`src/rtl/barret_acc_3517_if.sv`:
```
// rtl/barret_acc_3517_if.sv - residue in-stream and frame-result out-stream of the mod-Q frame accumulator
interface barret_acc_3517_if #(
    parameter int CNT_W = 16
) ();
    logic             in_valid;
    logic             in_ready;
    logic [11:0]      in_data;
    logic             in_last;
    logic             out_valid;
    logic             out_ready;
    logic [11:0]      out_data;
    logic [CNT_W-1:0] out_count;
    logic             range_err;

    modport master (
        output in_valid, in_data, in_last, out_ready,
        input  in_ready, out_valid, out_data, out_count, range_err
    );

    modport slave (
        input  in_valid, in_data, in_last, out_ready,
        output in_ready, out_valid, out_data, out_count, range_err
    );
endinterface

```
`src/rtl/barret_acc_3517.sv`:
```
// rtl/barret_acc_3517.sv - per-frame modular accumulator of Barrett-reduced residues with a one-deep result register
module barret_acc_3517 #(
    parameter int Q     = 3517,
    parameter int CNT_W = 16
) (
    input  logic                  clk,
    input  logic                  rst,
    barret_acc_3517_if.slave      bus
);
    localparam logic [11:0]      Q12     = 12'(Q);
    localparam logic [12:0]      Q13     = 13'(Q);
    localparam logic [CNT_W-1:0] CNT_MAX = '1;

    typedef enum logic {
        ST_ACC  = 1'b0,
        ST_HOLD = 1'b1
    } state_t;

    state_t           state_q, state_d;
    logic [11:0]      acc_q;
    logic [CNT_W-1:0] cnt_q;
    logic             err_q;
    logic [11:0]      out_data_q;
    logic [CNT_W-1:0] out_count_q;
    logic             range_err_q;

    logic             in_ready_c;
    logic             accept;
    logic             beat_err;
    logic [11:0]      d;
    logic [12:0]      sum;
    logic [11:0]      acc_next;
    logic [CNT_W-1:0] cnt_inc;
    logic             err_next;

    // Datapath: one conditional subtract per step keeps acc in [0, Q-1]
    always_comb begin
        beat_err = bus.in_data >= Q12;
        d        = beat_err ? bus.in_data - Q12 : bus.in_data;
        sum      = {1'b0, acc_q} + {1'b0, d};
        acc_next = (sum >= Q13) ? 12'(sum - Q13) : sum[11:0];
        cnt_inc  = (cnt_q == CNT_MAX) ? cnt_q : cnt_q + 1'b1;
        err_next = err_q | beat_err;
    end

    // Control: HOLD still accepts beats when the result drains on the same edge
    always_comb begin
        state_d    = state_q;
        in_ready_c = (state_q == ST_ACC) || bus.out_ready;
        accept     = bus.in_valid && in_ready_c;
        if (accept && bus.in_last) begin
            state_d = ST_HOLD;
        end else if (state_q == ST_HOLD && bus.out_ready) begin
            state_d = ST_ACC;
        end
    end

    always_ff @(posedge clk) begin
        if (rst) begin
            state_q <= ST_ACC;
        end else begin
            state_q <= state_d;
        end
    end

    always_ff @(posedge clk) begin
        if (rst) begin
            acc_q       <= '0;
            cnt_q       <= '0;
            err_q       <= 1'b0;
            out_data_q  <= '0;
            out_count_q <= '0;
            range_err_q <= 1'b0;
        end else if (accept) begin
            if (bus.in_last) begin
                out_data_q  <= acc_next;
                out_count_q <= cnt_inc;
                range_err_q <= err_next;
                acc_q       <= '0;
                cnt_q       <= '0;
                err_q       <= 1'b0;
            end else begin
                acc_q <= acc_next;
                cnt_q <= cnt_inc;
                err_q <= err_next;
            end
        end
    end

    assign bus.in_ready  = in_ready_c;
    assign bus.out_valid = (state_q == ST_HOLD);
    assign bus.out_data  = out_data_q;
    assign bus.out_count = out_count_q;
    assign bus.range_err = range_err_q;
endmodule

```
`src/flat_wrapper.sv`:
```
// flat-port wrapper written by rule: the top's interface ports become plain ports
module barret_acc_3517_flat 
#(
    parameter int Q     = 3517,
    parameter int CNT_W = 16
)
  (clk, rst, bus_in_valid, bus_in_data, bus_in_last, bus_out_ready, bus_in_ready, bus_out_valid, bus_out_data, bus_out_count, bus_range_err);
  barret_acc_3517_if #(.CNT_W(CNT_W)) bus_i ();
  input  logic clk;
  input  logic rst;
  input wire logic [$bits(bus_i.in_valid)-1:0] bus_in_valid;
  input wire logic [$bits(bus_i.in_data)-1:0] bus_in_data;
  input wire logic [$bits(bus_i.in_last)-1:0] bus_in_last;
  input wire logic [$bits(bus_i.out_ready)-1:0] bus_out_ready;
  output wire logic [$bits(bus_i.in_ready)-1:0] bus_in_ready;
  output wire logic [$bits(bus_i.out_valid)-1:0] bus_out_valid;
  output wire logic [$bits(bus_i.out_data)-1:0] bus_out_data;
  output wire logic [$bits(bus_i.out_count)-1:0] bus_out_count;
  output wire logic [$bits(bus_i.range_err)-1:0] bus_range_err;
  assign bus_i.in_valid = bus_in_valid;
  assign bus_i.in_data = bus_in_data;
  assign bus_i.in_last = bus_in_last;
  assign bus_i.out_ready = bus_out_ready;
  assign bus_in_ready = bus_i.in_ready;
  assign bus_out_valid = bus_i.out_valid;
  assign bus_out_data = bus_i.out_data;
  assign bus_out_count = bus_i.out_count;
  assign bus_range_err = bus_i.range_err;
  barret_acc_3517 #(.Q(Q), .CNT_W(CNT_W)) u_core (.clk(clk), .rst(rst), .bus(bus_i));
endmodule
```
`config.mk`:
```
export PLATFORM = sky130hd
export DESIGN_NAME = barret_acc_3517_flat
export DESIGN_NICKNAME = d
export VERILOG_FILES = /design/src/rtl/barret_acc_3517_if.sv /design/src/rtl/barret_acc_3517.sv /design/src/flat_wrapper.sv
export SDC_FILE = /design/constraint.sdc
export NUM_CORES = 1
export LEC_CHECK = 0
export ABC_AREA = 1
export CORE_ASPECT_RATIO = 0.8
export CORE_MARGIN = 4
export CORE_UTILIZATION = 55
export CTS_CLUSTER_SIZE = 24
export DETAILED_ROUTE_END_ITERATION = 16
export GPL_ROUTABILITY_DRIVEN = 0
export PLACE_DENSITY = 0.9
export SLEW_MARGIN = 20
export SYNTH_ARGS = -nofsm -noshare
export SYNTH_HDL_FRONTEND = slang
export SYNTH_SLANG_ARGS = --single-unit
```
`constraint.sdc`:
```
create_clock -name clk -period 12.7 [get_ports clk]
set_clock_uncertainty 0.1 [all_clocks]
set_input_delay 3.175 -clock clk [delete_from_list [all_inputs] [get_ports clk]]
set_output_delay 3.175 -clock clk [all_outputs]
set_load 0.01 [all_outputs]
```
# --- Word-level counts from Yosys, hierarchy flattened ---
# Cells that the tools add are included.
op_classes:
  add_sub_neg: 4
  n_lt_le_gt_ge: 2
  eq_ne: 1
  n_mux: 8
  bitwise_logic: 2
  n_reduce_logical: 6
op_table:
  columns: ["cell", "n"]
  rows:
  - ["2-to-1 mux 12 bit", 3]
  - ["2-to-1 mux 16 bit", 2]
  - ["subtractor 12 bit (second input constant)", 2]
  - ["adder 16 x 1 -> 16 bit (second input constant)", 1]
  - ["== test 16 bit (second input constant)", 1]
  - ["adder 12 x 12 -> 13 bit", 1]
  - [">= comparator 13 x 12 -> 1 bit (second input constant)", 1]
  - [">= comparator 12 bit (second input constant)", 1]
  - ["logical AND 1 bit", 3]
  - ["2-to-1 mux 1 bit", 3]
  - ["AND reduction 2 bit", 1]
  - ["nonzero test 2 bit", 1]
  - ["logical OR 1 bit", 1]
  - ["inverter 1 bit", 1]
  - ["bitwise OR 1 bit", 1]
word_totals:
  regBits: 59
  inputBits: 17
  out_inout_bits: 31
  wordCells: 30

# --- Logic depth before layout (Yosys ltp) ---
logic_depth:
  word_depth: 6
  mapped_depth: 29
  mapped_depth_nobuf: 28

# --- Worst setup path before layout ---
# No wires, ideal clock.
synth_path:
  path_type: "input to output"
  start: "input port bus_out_ready"
  end: "output port bus_in_ready"
  arrival_time_ns: 3.349
  t_required_ns: 9.425
  slack_ns: 6.076
  path_stages: 2
  path_buffers: 0
  path_cell_list: "nor2_1 inv_1"
synth_between:
  elab_chain_cells: 1
synth_rtl:
  columns: ["element", "line", "text"]
  rows:
  - ["start: declaration", "flat_wrapper.sv:14", "input wire logic [$bits(bus_i.out_ready)-1:0] bus_out_ready;"]
  - ["logical OR 1 bit", "barret_acc_3517.sv:49", "in_ready_c = (state_q == ST_ACC) || bus.out_ready;"]
  - ["end: declaration", "flat_wrapper.sv:15", "output wire logic [$bits(bus_i.in_ready)-1:0] bus_in_ready;"]
# Every way passes these cells.

# --- Worst setup path in the final report ---
# Ends and elaborated chain as after synthesis.

==> metrics <==
H-tree depth=3; RR Endpoint=u_core.acc_q[10]$_SDFFE_PP0P_; post-synth net total=664; startpoint types=primary input; vias in the first global route=3954; max-cap violation count=0; Critical Path AT=4.34 ns; # DRC=0; largest net degree at the start of global routing=31; Syn Inst Count=629; aggregate routed wire length=9.895 mm; Fillers=594; Reg2Reg Setup Slack=9.86 ns; Die Ht=83.93 µm; total CTS buffers=9; CTS resizes=0; fin crit period=7.617 ns; R2R cell count=18; outcome=complete, no violations; CP Data Required Time=9.43 ns; crit-path cells=clkdlybuf4s50_1 > nor2_1 > inv_1 > clkdlybuf4s50_1; Hold Vio Cnt, Final=0; Worst Hold Path Cells=2; Crit-path slowest cell=clkdlybuf4s50_1; crit path kind=primary input to primary output; gr usage total=24.39%; Yosys cell types=37; TritonCTS clock tree=built; Overflow after GRT=0; hold_sp=u_core.bus.out_data[9]$_SDFFE_PP0P_; met2 Use GR=38.79%; grt met3 use=6.015%; setup TNS=0 ns; Period Utilization, post-route=59.97%; sequential cell area=0.001181 mm²; CTS max path bufs=2; Post-Synthesis Cell Area=0.003964 mm²; CP delay by family, top=buffers and inverters; number of flops mapped to enable cells by yosys=0; final net count=709; Peak VDD IR=70.01 µV; top_reg_cell synth=dfxtp_1; first-pass GRT wire length=17.37 mm; # diodes=0; Root Buffer=clkbuf_8; measured slew at the worst slew-check pin=1.030 ns; Final setup viols=0; worst-path maximum fanout=5; most used cell, CP=clkdlybuf4s50_1; clock latency on the worst-skew pair=0.33 ns; I/O pin count=48; area of the multi-input gates=0.002372 mm²; LEAKAGE=2.261 nW; Vias=4063; CTS Hold Bufs=0; Worst Path Buf+Inv=3; Critical Path Max Stage Delay=0.56 ns; Post-CTS Setup Inserts=0; met1 Track Usage GR=32.48%; clk sinks=59; initial antenna violation count=0; Iter 0 DRT Violations=288; core box area=0.006959 mm²; Slew HR=31.18%; ys async rst share=0%; Port Buffers=47; Final Total Pwr=0.5526 mW; Hold EP=u_core.bus.out_data[9]$_SDFFE_PP0P_; RR Startpoint=u_core.acc_q[0]$_SDFFE_PP0P_; PwrDens=117.2 mW/mm²; Slew Limit Fails=0; sequential-to-total area share from yosys stat=29.80%; YS warnings=0; die area=0.008638 mm²; Syn-to-layout area delta=19.00%; Reg clk slew, reported paths=0.06 ns; RSZ-0062 raised after global routing=no; Post-DRT Antenna Nets=0; Mean Syn Cell Area=6.302 µm²; grt peak-use layer=met2; Worst setup EP type=primary output; cell row count=27; Initial Utilization=56.96%; HP Class=flop to flop; via-per-instance ratio=5.304; fmax=131.3 MHz; Die W=102.9 µm; Final HPWL DP=7.315 mm; DR pass1 iterations=5; layout cell share with drive strength beyond 1=7.364%; synthesized flop and latch total=59; wire length per cell=12.92 µm
[per-stage QoR]
stage               util (%)  hold WS [ns]  instance area [µm²]  setup slack (ns)  instances
detailed placement     64.51        0.3399                 4489             5.081        750
global placement       64.51        0.3374                 4489             5.105        750
finish                 67.78        0.3498                 4717             5.083        766
global route           67.78        0.3806                 4717             5.027        766
floorplan                  -        0.3497                 3964             6.076        629
CTS                    67.78        0.3535                 4717             5.077        766
[metal layers]
layer  part of all wire, %  up-vias
met1                    46     1816
met2                    46      152
met4                   1.4        0
met3                   6.5       22
li1                      -     2073
met5                     0        -
[sequential cells by signal (all words and copies together) (netlist names)]
name	count
u_core.bus.out_valid	1
u_core.bus.out_count	16
u_core.bus.range_err	1
u_core.cnt_q	16
u_core.bus.out_data	12
u_core.acc_q	12
u_core.err_q	1
[power by group]
part / switching, mW / leakage [nW] / internal [mW]
Clock: 0.0725 / 0.113 / 0.121
Sequential: 0.00520 / 0.478 / 0.193
Combinational: 0.102 / 1.67 / 0.0590
Total: 0.180 / 2.26 / 0.373
[kinds of logic (layout without fill, tap and decap cells)]
family / Yosys count / count (layout) / synth area share (%)
AO/OA/AOI/OAI: 73 / 73 / 11.21
XOR/XNOR: 23 / 23 / 5.082
adder cells (fa/ha/maj): 18 / 18 / 5.871
buffers and inverters: 105 / 155 / 10.35
flip-flops: 59 / 59 / 29.80
AND/OR/NAND/NOR: 351 / 351 / 37.69
[how the worst max path moves through the flow]
stage / to / from / slack [ns] / cells past startpoint
final: bus_in_ready / bus_out_ready / 5.08 / 4
after global routing: bus_in_ready / bus_out_ready / 5.03 / 4
after CTS: bus_in_ready / bus_out_ready / 5.08 / 4
after detailed placement: bus_in_ready / bus_out_ready / 5.08 / 4
after global placement: bus_in_ready / bus_out_ready / 5.11 / 4
after floorplan: bus_in_ready / bus_out_ready / 6.08 / 2
[cell usage in the layout, fill, tap and decap left out, types with 2 or more instances in the layout]
| cell | Yosys | routed |
|---|---|---|
| nand2_2 | 15 | 15 |
| a21oi_1 | 37 | 37 |
| nand3_1 | 51 | 51 |
| bufinv_16 | 0 | 2 |
| clkdlybuf4s50_1 | 0 | 47 |
| nor2_2 | 3 | 3 |
| xnor2_1 | 6 | 6 |
| inv_2 | 5 | 5 |
| nor3_1 | 8 | 8 |
| xor2_1 | 17 | 17 |
| a21oi_2 | 3 | 3 |
| dfxtp_1 | 59 | 59 |
| ha_1 | 17 | 17 |
| nand2_4 | 2 | 2 |
| inv_1 | 84 | 84 |
| clkbuf_8 | 0 | 11 |
| nand4_1 | 7 | 7 |
| a22o_1 | 11 | 11 |
| nor2_1 | 37 | 37 |
| nand2_1 | 223 | 223 |
| buf_4 | 2 | 3 |
| o21ai_0 | 13 | 13 |
[Yosys cell counts, types with 2 or more instances]
library cell,n,area (µm²)
nand3_1,51,255.2
a22o_1,11,96.34
ha_1,17,212.7
nor2_2,3,18.77
nand2_4,2,22.52
nand4_1,7,43.79
buf_4,2,15.01
nand2_1,223,837.1
xnor2_1,6,52.55
nor2_1,37,138.9
a21oi_2,3,26.28
nor3_1,8,40.04
clkbuf_1,12,45.04
o21ai_0,13,65.06
dfxtp_1,59,1181
nand2_2,15,93.84
inv_1,84,315.3
a21oi_1,37,185.2
xor2_1,17,148.9
inv_2,5,18.77
[worst register-to-register path: cells and delay by family (launching register included)]
kind	cells	cell delay, ns
AO/OA/AOI/OAI	1	0.14
adder cells (fa/ha/maj)	2	0.59
buffers and inverters	2	0.16
flip-flops	1	0.34
AND/OR/NAND/NOR	13	1.45
[area by class of cell]
| type | count | area share (%) |
|---|---|---|
| clock buffer | 12 | 3.289 |
| clock inverter | 4 | 1.538 |
| inverter | 89 | 7.082 |
| multi-input combinational | 465 | 50.29 |
| sequential | 59 | 25.04 |
| tap | 87 | 2.308 |
| timing repair buffer | 50 | 10.45 |
No activity file was read; power rests on OpenSTA's default activity.
